### src/rtl/phaser_pkg.sv
// Shared constants, command encoding and helpers for the PHASER fine-delay tap family.
package phaser_pkg;
  localparam int TAP_W_DEF = 6;
  localparam int RANK_W    = 2;

  typedef enum logic [1:0] {CMD_NONE, CMD_LOAD, CMD_STEP, CMD_SWITCH} cmd_e;
  typedef enum logic {ST_IDLE, ST_SETTLE} state_e;

  function automatic int clog2(input int v);
    int r;
    r = 0;
    while ((1 << r) < v) r++;
    return r;
  endfunction

  function automatic int max_tap(input int w);
    return (1 << w) - 1;
  endfunction
endpackage

### src/rtl/x_phaser_tap_bank_if.sv
// Command/response bundle between the calibration sequencer and the tap bank.
interface x_phaser_tap_bank_if #(
  parameter int NUM_CH = 4,
  parameter int TAP_W  = 6
);
  import phaser_pkg::*;
  localparam int CH_W = (clog2(NUM_CH) < 1) ? 1 : clog2(NUM_CH);

  logic [CH_W-1:0]         CHSEL;
  logic [RANK_W-1:0]       RANKSEL;
  logic                    FINEENABLE;
  logic                    FINEINC;
  logic                    COUNTERLOADEN;
  logic [TAP_W-1:0]        COUNTERLOADVAL;
  logic                    COUNTERREADEN;
  logic                    RANKSWITCH;
  logic [TAP_W-1:0]        COUNTERREADVAL;
  logic                    READVALID;
  logic                    FINEOVERFLOW;
  logic                    CMDERR;
  logic                    BUSY;
  logic [RANK_W-1:0]       ACTIVERANK;
  logic [NUM_CH*TAP_W-1:0] TAPOUT;

  modport master (
    output CHSEL, RANKSEL, FINEENABLE, FINEINC, COUNTERLOADEN, COUNTERLOADVAL,
           COUNTERREADEN, RANKSWITCH,
    input  COUNTERREADVAL, READVALID, FINEOVERFLOW, CMDERR, BUSY, ACTIVERANK, TAPOUT
  );

  modport slave (
    input  CHSEL, RANKSEL, FINEENABLE, FINEINC, COUNTERLOADEN, COUNTERLOADVAL,
           COUNTERREADEN, RANKSWITCH,
    output COUNTERREADVAL, READVALID, FINEOVERFLOW, CMDERR, BUSY, ACTIVERANK, TAPOUT
  );
endinterface

### src/rtl/x_phaser_tap_step.sv
// Combinational +/-1 tap step with boundary detection; saturates or wraps per WRAP_MODE.
module x_phaser_tap_step
  import phaser_pkg::*;
#(
  parameter int    TAP_W     = TAP_W_DEF,
  parameter string WRAP_MODE = "FALSE"
) (
  input  logic [TAP_W-1:0] cur,
  input  logic             inc,
  output logic [TAP_W-1:0] nxt,
  output logic             ovf
);
  localparam logic [TAP_W-1:0] MAX_TAP = TAP_W'(max_tap(TAP_W));
  localparam bit               WRAP    = (WRAP_MODE == "TRUE");

  // MSB of the result is the boundary-hit flag, the rest is the new tap.
  function automatic logic [TAP_W:0] next_tap(input logic [TAP_W-1:0] v, input logic up);
    logic             hit;
    logic [TAP_W-1:0] nv;
    hit = up ? (v == MAX_TAP) : (v == '0);
    nv  = up ? v + 1'b1 : v - 1'b1;
    if (hit && !WRAP) nv = v;
    return {hit, nv};
  endfunction

  assign {ovf, nxt} = next_tap(cur, inc);
endmodule

### src/rtl/x_phaser_tap_bank.sv
// Per-(rank, channel) fine-delay tap storage with load/step/read, rank switching
// and a settle window after any change that reaches the delay lines.
module x_phaser_tap_bank
  import phaser_pkg::*;
#(
  parameter int    NUM_CH        = 4,
  parameter int    NUM_RANKS     = 4,
  parameter int    TAP_W         = TAP_W_DEF,
  parameter int    FINE_DELAY    = 0,
  parameter string WRAP_MODE     = "FALSE",
  parameter int    SETTLE_CYCLES = 8
) (
  input logic                SYSCLK,
  input logic                RST,
  x_phaser_tap_bank_if.slave bus
);
  localparam int CNT_W = (clog2(SETTLE_CYCLES + 1) < 1) ? 1 : clog2(SETTLE_CYCLES + 1);
  localparam logic [TAP_W-1:0] RST_TAP   = TAP_W'(FINE_DELAY);
  localparam logic [CNT_W-1:0] SETTLE_LD = CNT_W'((SETTLE_CYCLES > 0) ? SETTLE_CYCLES - 1 : 0);

  logic [TAP_W-1:0]        taps_p1 [NUM_RANKS][NUM_CH];
  logic [NUM_CH*TAP_W-1:0] tapout_p1;
  logic [RANK_W-1:0]       active_p1;
  logic [TAP_W-1:0]        rdval_p1;
  logic                    vld_p1;
  logic                    ovf_p1;
  logic                    err_p1;
  state_e                  state_p1, state_nxt;
  logic [CNT_W-1:0]        cnt_p1, cnt_nxt;

  cmd_e             cmd;
  logic             ch_ok, rank_ok, addr_ok, busy, acc, on_active, rd_ok, cmd_err;
  logic [TAP_W-1:0] cur_tap, step_tap, wr_tap;
  logic             step_ovf;

  x_phaser_tap_step #(.TAP_W(TAP_W), .WRAP_MODE(WRAP_MODE)) u_step (
    .cur (cur_tap),
    .inc (bus.FINEINC),
    .nxt (step_tap),
    .ovf (step_ovf)
  );

  // Stage p0: decode, priority and acceptance of this cycle's command
  always_comb begin
    ch_ok   = (int'(bus.CHSEL) < NUM_CH);
    rank_ok = (int'(bus.RANKSEL) < NUM_RANKS);
    cur_tap = (ch_ok && rank_ok) ? taps_p1[bus.RANKSEL][bus.CHSEL] : '0;
    busy    = (state_p1 == ST_SETTLE);

    cmd = CMD_NONE;
    if (bus.RANKSWITCH)         cmd = CMD_SWITCH;
    else if (bus.COUNTERLOADEN) cmd = CMD_LOAD;
    else if (bus.FINEENABLE)    cmd = CMD_STEP;

    // A switch only needs a valid rank; tap edits need a valid entry.
    addr_ok   = (cmd == CMD_SWITCH) ? rank_ok : (ch_ok && rank_ok);
    acc       = (cmd != CMD_NONE) && !busy && addr_ok;
    on_active = acc && ((cmd == CMD_SWITCH) || (bus.RANKSEL == active_p1));
    rd_ok     = bus.COUNTERREADEN && ch_ok && rank_ok;
    cmd_err   = ((cmd != CMD_NONE) && (busy || !addr_ok)) ||
                (bus.COUNTERREADEN && !(ch_ok && rank_ok));
    wr_tap    = (cmd == CMD_LOAD) ? bus.COUNTERLOADVAL : step_tap;
  end

  always_comb begin
    state_nxt = state_p1;
    cnt_nxt   = cnt_p1;
    case (state_p1)
      ST_IDLE: begin
        if (on_active && (SETTLE_CYCLES > 0)) begin
          state_nxt = ST_SETTLE;
          cnt_nxt   = SETTLE_LD;
        end
      end
      ST_SETTLE: begin
        if (cnt_p1 == '0) state_nxt = ST_IDLE;
        else              cnt_nxt   = cnt_p1 - 1'b1;
      end
      default: state_nxt = ST_IDLE;
    endcase
  end

  // Stage p1: storage, delay-line image, read data and status registers
  always_ff @(posedge SYSCLK) begin
    if (RST) begin
      for (int r = 0; r < NUM_RANKS; r++)
        for (int c = 0; c < NUM_CH; c++)
          taps_p1[r][c] <= RST_TAP;
      tapout_p1 <= {NUM_CH{RST_TAP}};
      active_p1 <= '0;
      rdval_p1  <= '0;
      vld_p1    <= 1'b0;
      ovf_p1    <= 1'b0;
      err_p1    <= 1'b0;
      state_p1  <= ST_IDLE;
      cnt_p1    <= '0;
    end else begin
      state_p1 <= state_nxt;
      cnt_p1   <= cnt_nxt;
      vld_p1   <= rd_ok;
      err_p1   <= cmd_err;
      if (rd_ok) rdval_p1 <= cur_tap;
      if (acc) begin
        case (cmd)
          CMD_LOAD, CMD_STEP: begin
            taps_p1[bus.RANKSEL][bus.CHSEL] <= wr_tap;
            ovf_p1 <= (cmd == CMD_STEP) && step_ovf;
            if (on_active) tapout_p1[bus.CHSEL*TAP_W +: TAP_W] <= wr_tap;
          end
          CMD_SWITCH: begin
            active_p1 <= bus.RANKSEL;
            for (int c = 0; c < NUM_CH; c++)
              tapout_p1[c*TAP_W +: TAP_W] <= taps_p1[bus.RANKSEL][c];
          end
          default: ;
        endcase
      end
    end
  end

  assign bus.COUNTERREADVAL = rdval_p1;
  assign bus.READVALID      = vld_p1;
  assign bus.FINEOVERFLOW   = ovf_p1;
  assign bus.CMDERR         = err_p1;
  assign bus.BUSY           = (state_p1 == ST_SETTLE);
  assign bus.ACTIVERANK     = active_p1;
  assign bus.TAPOUT         = tapout_p1;
endmodule

### src/flat_wrapper.sv
// flat-port wrapper written by rule: the top's interface ports become plain ports
module x_phaser_tap_bank_flat import phaser_pkg::*;
#(
  parameter int    NUM_CH        = 4,
  parameter int    NUM_RANKS     = 4,
  parameter int    TAP_W         = TAP_W_DEF,
  parameter int    FINE_DELAY    = 0,
  parameter string WRAP_MODE     = "     ",
  parameter int    SETTLE_CYCLES = 8
)
  (SYSCLK, RST, bus_CHSEL, bus_RANKSEL, bus_FINEENABLE, bus_FINEINC, bus_COUNTERLOADEN, bus_COUNTERLOADVAL, bus_COUNTERREADEN, bus_RANKSWITCH, bus_COUNTERREADVAL, bus_READVALID, bus_FINEOVERFLOW, bus_CMDERR, bus_BUSY, bus_ACTIVERANK, bus_TAPOUT);
  x_phaser_tap_bank_if #(.NUM_CH(NUM_CH), .TAP_W(TAP_W)) bus_i ();
  input logic SYSCLK;
  input logic RST;
  input wire logic [$bits(bus_i.CHSEL)-1:0] bus_CHSEL;
  input wire logic [$bits(bus_i.RANKSEL)-1:0] bus_RANKSEL;
  input wire logic [$bits(bus_i.FINEENABLE)-1:0] bus_FINEENABLE;
  input wire logic [$bits(bus_i.FINEINC)-1:0] bus_FINEINC;
  input wire logic [$bits(bus_i.COUNTERLOADEN)-1:0] bus_COUNTERLOADEN;
  input wire logic [$bits(bus_i.COUNTERLOADVAL)-1:0] bus_COUNTERLOADVAL;
  input wire logic [$bits(bus_i.COUNTERREADEN)-1:0] bus_COUNTERREADEN;
  input wire logic [$bits(bus_i.RANKSWITCH)-1:0] bus_RANKSWITCH;
  output wire logic [$bits(bus_i.COUNTERREADVAL)-1:0] bus_COUNTERREADVAL;
  output wire logic [$bits(bus_i.READVALID)-1:0] bus_READVALID;
  output wire logic [$bits(bus_i.FINEOVERFLOW)-1:0] bus_FINEOVERFLOW;
  output wire logic [$bits(bus_i.CMDERR)-1:0] bus_CMDERR;
  output wire logic [$bits(bus_i.BUSY)-1:0] bus_BUSY;
  output wire logic [$bits(bus_i.ACTIVERANK)-1:0] bus_ACTIVERANK;
  output wire logic [$bits(bus_i.TAPOUT)-1:0] bus_TAPOUT;
  assign bus_i.CHSEL = bus_CHSEL;
  assign bus_i.RANKSEL = bus_RANKSEL;
  assign bus_i.FINEENABLE = bus_FINEENABLE;
  assign bus_i.FINEINC = bus_FINEINC;
  assign bus_i.COUNTERLOADEN = bus_COUNTERLOADEN;
  assign bus_i.COUNTERLOADVAL = bus_COUNTERLOADVAL;
  assign bus_i.COUNTERREADEN = bus_COUNTERREADEN;
  assign bus_i.RANKSWITCH = bus_RANKSWITCH;
  assign bus_COUNTERREADVAL = bus_i.COUNTERREADVAL;
  assign bus_READVALID = bus_i.READVALID;
  assign bus_FINEOVERFLOW = bus_i.FINEOVERFLOW;
  assign bus_CMDERR = bus_i.CMDERR;
  assign bus_BUSY = bus_i.BUSY;
  assign bus_ACTIVERANK = bus_i.ACTIVERANK;
  assign bus_TAPOUT = bus_i.TAPOUT;
  x_phaser_tap_bank #(.NUM_CH(NUM_CH), .NUM_RANKS(NUM_RANKS), .TAP_W(TAP_W), .FINE_DELAY(FINE_DELAY), .WRAP_MODE(WRAP_MODE), .SETTLE_CYCLES(SETTLE_CYCLES)) u_core (.SYSCLK(SYSCLK), .RST(RST), .bus(bus_i));
endmodule
### config.mk
export PLATFORM = sky130hd
export DESIGN_NAME = x_phaser_tap_bank_flat
export DESIGN_NICKNAME = d
export VERILOG_FILES = /design/src/rtl/phaser_pkg.sv /design/src/rtl/x_phaser_tap_bank_if.sv /design/src/rtl/x_phaser_tap_step.sv /design/src/rtl/x_phaser_tap_bank.sv /design/src/flat_wrapper.sv
export SDC_FILE = /design/constraint.sdc
export NUM_CORES = 1
export LEC_CHECK = 0
export BUFFER_PORTS_ARGS = -buffer_cell sky130_fd_sc_hd__buf_2
export CAP_MARGIN = 40
export CORE_UTILIZATION = 45
export DETAILED_ROUTE_END_ITERATION = 6
export PLACE_DENSITY = 0.63
export SLEW_MARGIN = 20
export SYNTH_ARGS = -nofsm -noshare
export SYNTH_HDL_FRONTEND = slang
export SYNTH_SLANG_ARGS = --single-unit
### constraint.sdc
create_clock -name SYSCLK -period 11.8 [get_ports SYSCLK]
set_clock_uncertainty 0.15 [all_clocks]
set_input_delay 1.18 -clock SYSCLK [delete_from_list [all_inputs] [get_ports SYSCLK]]
set_output_delay 1.18 -clock SYSCLK [all_outputs]
set_load 0.1 [all_outputs]
# Word level (Yosys, flattened, before mapping)
# Memories as Yosys holds them, arrays and structs flattened.
# Index checks and enable logic that the tools add are counted.
# word_totals
regBits,40
ram_bits,96
in_bits,17
output_inout_bits,36
elab_cells,75
memories,1
# mem_list
memory,words,word_bits,read_ports,rd_ports_with_merged_regs,wr,line,rtl
u_core.taps_p1,4,24,1,0,4,x_phaser_tap_bank.sv:21,logic [TAP_W-1:0] taps_p1 [NUM_RANKS][NUM_CH];
# op_classes
addsub,4
mul,1
magnitude_cmp,2
n_eq_ne,8
shifts,2
muxes,30
n_bitwise,2
reduce_logical,17
# ops
cell,count
$mux W24,4
$pmux W24 S2,1
$mux W6,6
$neg A5 Y34,1
$shift A6 B34 Y24 const A,1
$shiftx A6 B34 Y24,1
$bwmux W24,1
$reduce_or A24 Y1,1
$bmux W6 S2,1
$demux W6 S2,1
$mux W1,8
$mux W2,4
$mux W4,2
$pmux W4 S2,1
$add A6 B1 Y6 const B,1
$eq A6 B6 Y1 const B,1
$logic_not A6 Y1,1
$reduce_and A2 Y1,3
$sub A6 B1 Y6 const B,1
$logic_and A1 B1 Y1,5
$eq A2 B2 Y1 const B,2
$logic_not A4 Y1,1
$mul A2 B2 Y4 const B,1
$ne A2 B1 Y1 const B,2
other kinds (14),15

# Logic depth before layout (Yosys ltp)
# depth
word_depth,12
depth_mapped,15

# By module
# Synthesis repeated with hierarchy kept, for this count alone.
# hier_totals
hier_cells,598
area_unflattened_um2,7200.7
# modules_own_cells
mod,n_inst,cells_per_inst,area_each_um2,seq_area_each_um2
x_phaser_tap_bank,1,566,6926.6,3683.5
x_phaser_tap_step,1,32,274.0,0.0

# Least setup slack after synthesis
# OpenSTA, ideal clock, no wires.
# synth_path
path_kind,input to register
startpoint,input bus_RANKSEL[0]
endpoint,memory u_core.taps_p1[3][11] in the netlist's numbering (data pin)
setup_time_ps,145
arrival_ps,4347
required_ps,11505
path_slack_ps,7158
path_stages,12
n_path_buf,3
path_cell_list,buf_6 buf_2 mux4_2 mux4_2 ha_1 o2111a_1 o31a_1 o21a_1 o31ai_4 nand2_4 buf_2 nor2_1
# synth_lines
item,line,rtl
"start, declared",flat_wrapper.sv:16,input wire logic [$bits(bus_i.RANKSEL)-1:0] bus_RANKSEL;
"end, declared",x_phaser_tap_bank.sv:21,

# Final worst setup path
# layout_path
startpoint,input bus_RANKSEL[0]
endpoint,register u_core.tapout_p1[16] (netlist: u_core.bus.TAPOUT[16])
# layout_between
elab_chain_len,12
elab_cells_between_ends,21
cone_classes,add/sub: 2; eq/ne: 3; shift: 1; mux: 10; reduce/logical: 4; memory: 1
# layout_rtl
item,line,rtl
$mem_v2 Z4 W24 (*),-,
$bmux W6 S2 (*),x_phaser_tap_bank.sv:47,cur_tap = (ch_ok && rank_ok) ? taps_p1[bus.RANKSEL][bus.CHSEL] : '0;
$mux W6 (not written as such) (*) (2 in a row),x_phaser_tap_bank.sv:47,
net u_core.cur_tap[1],x_phaser_tap_bank.sv:33,"logic [TAP_W-1:0] cur_tap, step_tap, wr_tap;"
$sub A6 B1 Y6 (tied with other cells),x_phaser_tap_step.sv:21,nv = up ? v + 1'b1 : v - 1'b1;
$mux W6 / $mux W1 (equally long branches),"x_phaser_tap_step.sv:21, x_phaser_tap_step.sv:20",
$mux W6 (*),x_phaser_tap_step.sv:22,if (hit && !WRAP) nv = v;
$mux W6 (*),x_phaser_tap_bank.sv:62,wr_tap = (cmd == CMD_LOAD) ? bus.COUNTERLOADVAL : step_tap;
$shiftx A6 B34 Y24 (*),x_phaser_tap_bank.sv:108,if (on_active) tapout_p1[bus.CHSEL*TAP_W +: TAP_W] <= wr_tap;
$bwmux W24 (*),x_phaser_tap_bank.sv:108,
$mux W24 (*),x_phaser_tap_bank.sv:108,
$pmux W24 S2 (*),x_phaser_tap_bank.sv:104,case (cmd)
"end signal, assigned",x_phaser_tap_bank.sv:89,tapout_p1 <= {NUM_CH{RST_TAP}};
"end signal, assigned by index",x_phaser_tap_bank.sv:108,
"end signal, assigned by index",x_phaser_tap_bank.sv:113,tapout_p1[c*TAP_W +: TAP_W] <= taps_p1[bus.RANKSEL][c];
"end, declared",x_phaser_tap_bank.sv:22,logic [NUM_CH*TAP_W-1:0] tapout_p1;
# The timed path passes the listed nets; every way through them passes the cells marked *. The select of a mux whose other input is x is not followed.
# A chain may end at the register's enable or synchronous reset.

==> metrics.md <==
| Metric | Value |
|---|---|
| Setup WS post-layout | roughly 6.6 ns |
| Worst r2r path cells | 13 |
| Critical Path AT | about 5.4 ns |
| Die Height | 124.6 um |
| CTS H-tree depth | 4 |
| Avg Inst Size Synth | about 11 um^2 |
| Netlist cell types | 62 |
| Top delay family on crit path | compound AO/OA/AOI/OAI gates |
| Share of the synthesized area in the top cell type | 42.60% |
| Share of cells above drive strength 1 | 20.43% |
| CP max stage delay | 0.63 ns |
| Crit path time final | around 5.2 ns |
| Setup TNS | 0 ns |
| Number of synthesized register bits | around 140 |
| Non-Filler Instances | about 840 |
| CTS tree | yes |
| Total grt overflow | 0 |
| 1st-iter DRT viols | 583 |
| Total track usage | 23.55% |
| Status | finished, final reports clean |
| Synthesized cell area | just under 0.007 mm^2 |
| Final worst path period share | approximately 44% |
| Via count | 5001 |
| Avg Vias per Cell | 5.989 |
| Vias in the first global route | 4815 |
| CP Launch Type | primary input |
| Worst-Skew Late Latency | 0.42 ns |
| CP dominant cell by count | mux4_2 |
| WP depth | 14 |
| Critical Path, Cell by Cell | buf_2, buf_4, mux4_2, mux4_2, fa_1, a21o_1, a21oi_1, xor2_1, o31ai_1, a31oi_2, buf_6, mux2i_1, o211ai_1, a311oi_1 |
| Yosys warnings | 0 |
| Filler cells | 1308 |
| Postcts setup bufs | 0 |
| Core footprint | between 0.01 and 0.015 mm^2 |
| EDFF count, synth | 96 |
| Hold WC Path Type | reg -> reg |
| Maximum VDD drop | around 0.10 mV |
| HPWL Detailed | 12.28 mm |
| CTS Hold Bufs | 0 |
| Worst-Margin Slew | between 0.7 and 0.8 ns |
| Remaining DRCs | 0 |
| Post-CTS sizing | 0 |
| Die area | 0.01553 mm^2 |
| Final antenna-violating net count | 0 |
| Crit. End Element | register |
| Avg WL per Cell | between 20 and 25 um |
| PD cells | 177.4 mW/mm^2 |
| CP Data Required Time | 11.93 ns |
| Place WS | 6.153 ns |
| Final Hold Fails | 0 |
| Slew HR | 48.31% |
| CTS Buf Count | 17 |
| Setup violators final | 0 |
| Ports | 53 |
| Initial DRT Pass Iterations | 5 |
| Synth-to-layout area growth | 15.05% |
| Main synth FF type | edfxtp_1 |
| Gpl congestion | just under 0.9 |
| CTS clk-pin slew, worst paths | 0.06 ns |
| First-pass GRT wire length | between 20 and 30 mm |
| Dpl cells | 802 |
| Clk sinks | 136 |
| FMAX | 190.6 MHz |
| ANT cells | 0 |
| Die Width | 124.6 um |
| Initial antenna violation count | 0 |
| Final WL | 17.38 mm |
| Total Power | 1.381 mW |
| Largest area contributor in the netlist | edfxtp_1 |
| I/O Buffers | 52 |
| Row count | 44 |
| Setup CP Type | in -> reg |
| Critical path buffers and inverters | 3 |
| Crit-path slowest cell | a31oi_2 |
| Min-Delay Path Depth | 2 |
| Leakage Power | 2.950 nW |
| Most frequent cells in the layout | nor2_1, edfxtp_1, buf_2 |
| Largest cells by area after synthesis | edfxtp_1, dfxtp_1, mux4_2, nor2_1, ha_1 |
| Clock root buffer | clkbuf_16 |
| Syn_nets | 628 |
| Final net count | 669 |
| Asr flop ratio synth | 0% |
| Pin count of the biggest net entering global routing | 60 |
| Clock Path Buffers | 2 |
| Register area share after synthesis | 54.44% |
| Max_cap viols | 0 |
| Worst-path maximum fanout | 35 |
| Most common cell after layout, fill and taps aside | nor2_1 |
| Max Slew Vio Count | 0 |
| Starting density of the core | about 46% |
| Cells after Synth | 597 |
| RSZ-0062 raised after global routing | false |
[final cells by class]
cell class,instances,area (um^2),share of cell area (%)
clock buffer,20,436.7,5.609
timing repair buffer,61,346.6,4.452
multi-input combinational,410,2893,37.16
sequential,136,3684,47.32
tap,184,230.2,2.957
clock inverter,12,150.1,1.929
inverter,12,45.04,0.5786
[sequential cells by signal (all words and copies together), names as in the netlist]
name,count
u_core.bus.TAPOUT,24
u_core.bus.FINEOVERFLOW,1
u_core.bus.READVALID,1
u_core.bus.ACTIVERANK,2
u_core.bus.CMDERR,1
u_core.bus.BUSY,1
u_core.cnt_p1,4
u_core.bus.COUNTERREADVAL,6
u_core.taps_p1,96
[cells by family (layout without fill, tap and decap cells)]
group	Yosys count	count (layout)	share of synthesized area [%]
and+or+nand+nor	259	259	17.23
DFF	136	136	54.44
AOI/OAI and AO/OA	92	92	10.13
buffers and inverters	51	105	3.402
muxes	39	39	11.32
adders and majority gates	14	14	2.700
xor gates and xnor gates	6	6	0.7766
[worst min-delay path, cell delays in order (launching register included)]
cell and delay (ns):
dfxtp_1 0.31, o31ai_1 0.06, a21oi_1 0.06
[synth_stat cells (4+ instances only)]
| cell type | count |
|---|---|
| a31oi_1 | 7 |
| and2_1 | 4 |
| o21ai_0 | 10 |
| nand3_1 | 21 |
| clkbuf_1 | 22 |
| mux4_2 | 30 |
| o211ai_1 | 12 |
| nand2_1 | 28 |
| nand4_1 | 6 |
| nor3_1 | 8 |
| edfxtp_1 | 96 |
| xnor2_1 | 4 |
| a211oi_1 | 8 |
| mux2i_1 | 9 |
| nor2b_1 | 8 |
| dfxtp_1 | 40 |
| o21a_1 | 5 |
| nand2b_1 | 23 |
| o31ai_1 | 4 |
| inv_1 | 11 |
| a311oi_1 | 5 |
| a21oi_1 | 12 |
| buf_2 | 12 |
| ha_1 | 13 |
| nor2_1 | 147 |
[metal layers]
metal / routed length (um) / vias to the layer above / GRT usage (%) / part of all wire [%]
met5: 0 / - / 0 / 0
met4: 436 / 0 / 8.434 / 2.5
met3: 1356 / 33 / 6.229 / 7.8
met2: 7883 / 218 / 35.81 / 45
met1: 7708 / 2464 / 32.42 / 44
li1: - / 2286 / - / -
[path summary, 6_finish.rpt]
kind / startpoint / to / slack (ns)
min: u_core.bus.FINEOVERFLOW / u_core.bus.FINEOVERFLOW / 0.33
max reg2reg: u_core.taps_p1[3][6] / u_core.bus.TAPOUT[16] / 7.57
min reg2reg: u_core.bus.FINEOVERFLOW / u_core.bus.FINEOVERFLOW / 0.33
max: bus_RANKSEL[0] / u_core.bus.TAPOUT[16] / 6.55
[per-stage QoR]
stage | area, um^2 | util, % | hold WS (ns)
floorplan | 6766 | - | 0.3108
global placement | 7149 | 49.01 | 0.3131
detailed placement | 7187 | 49.26 | 0.3213
CTS | 7774 | 53.28 | 0.3290
global route | 7785 | 53.36 | 0.3560
finish | 7785 | 53.36 | 0.3253
[power by group]
part / total, mW / switching [mW] / internal, mW / leakage, nW
registers: 0.552 / 0.0150 / 0.537 / 1.32
logic: 0.301 / 0.223 / 0.0773 / 1.35
clock network: 0.529 / 0.198 / 0.331 / 0.282
No activity file was read; power rests on OpenSTA's default activity.
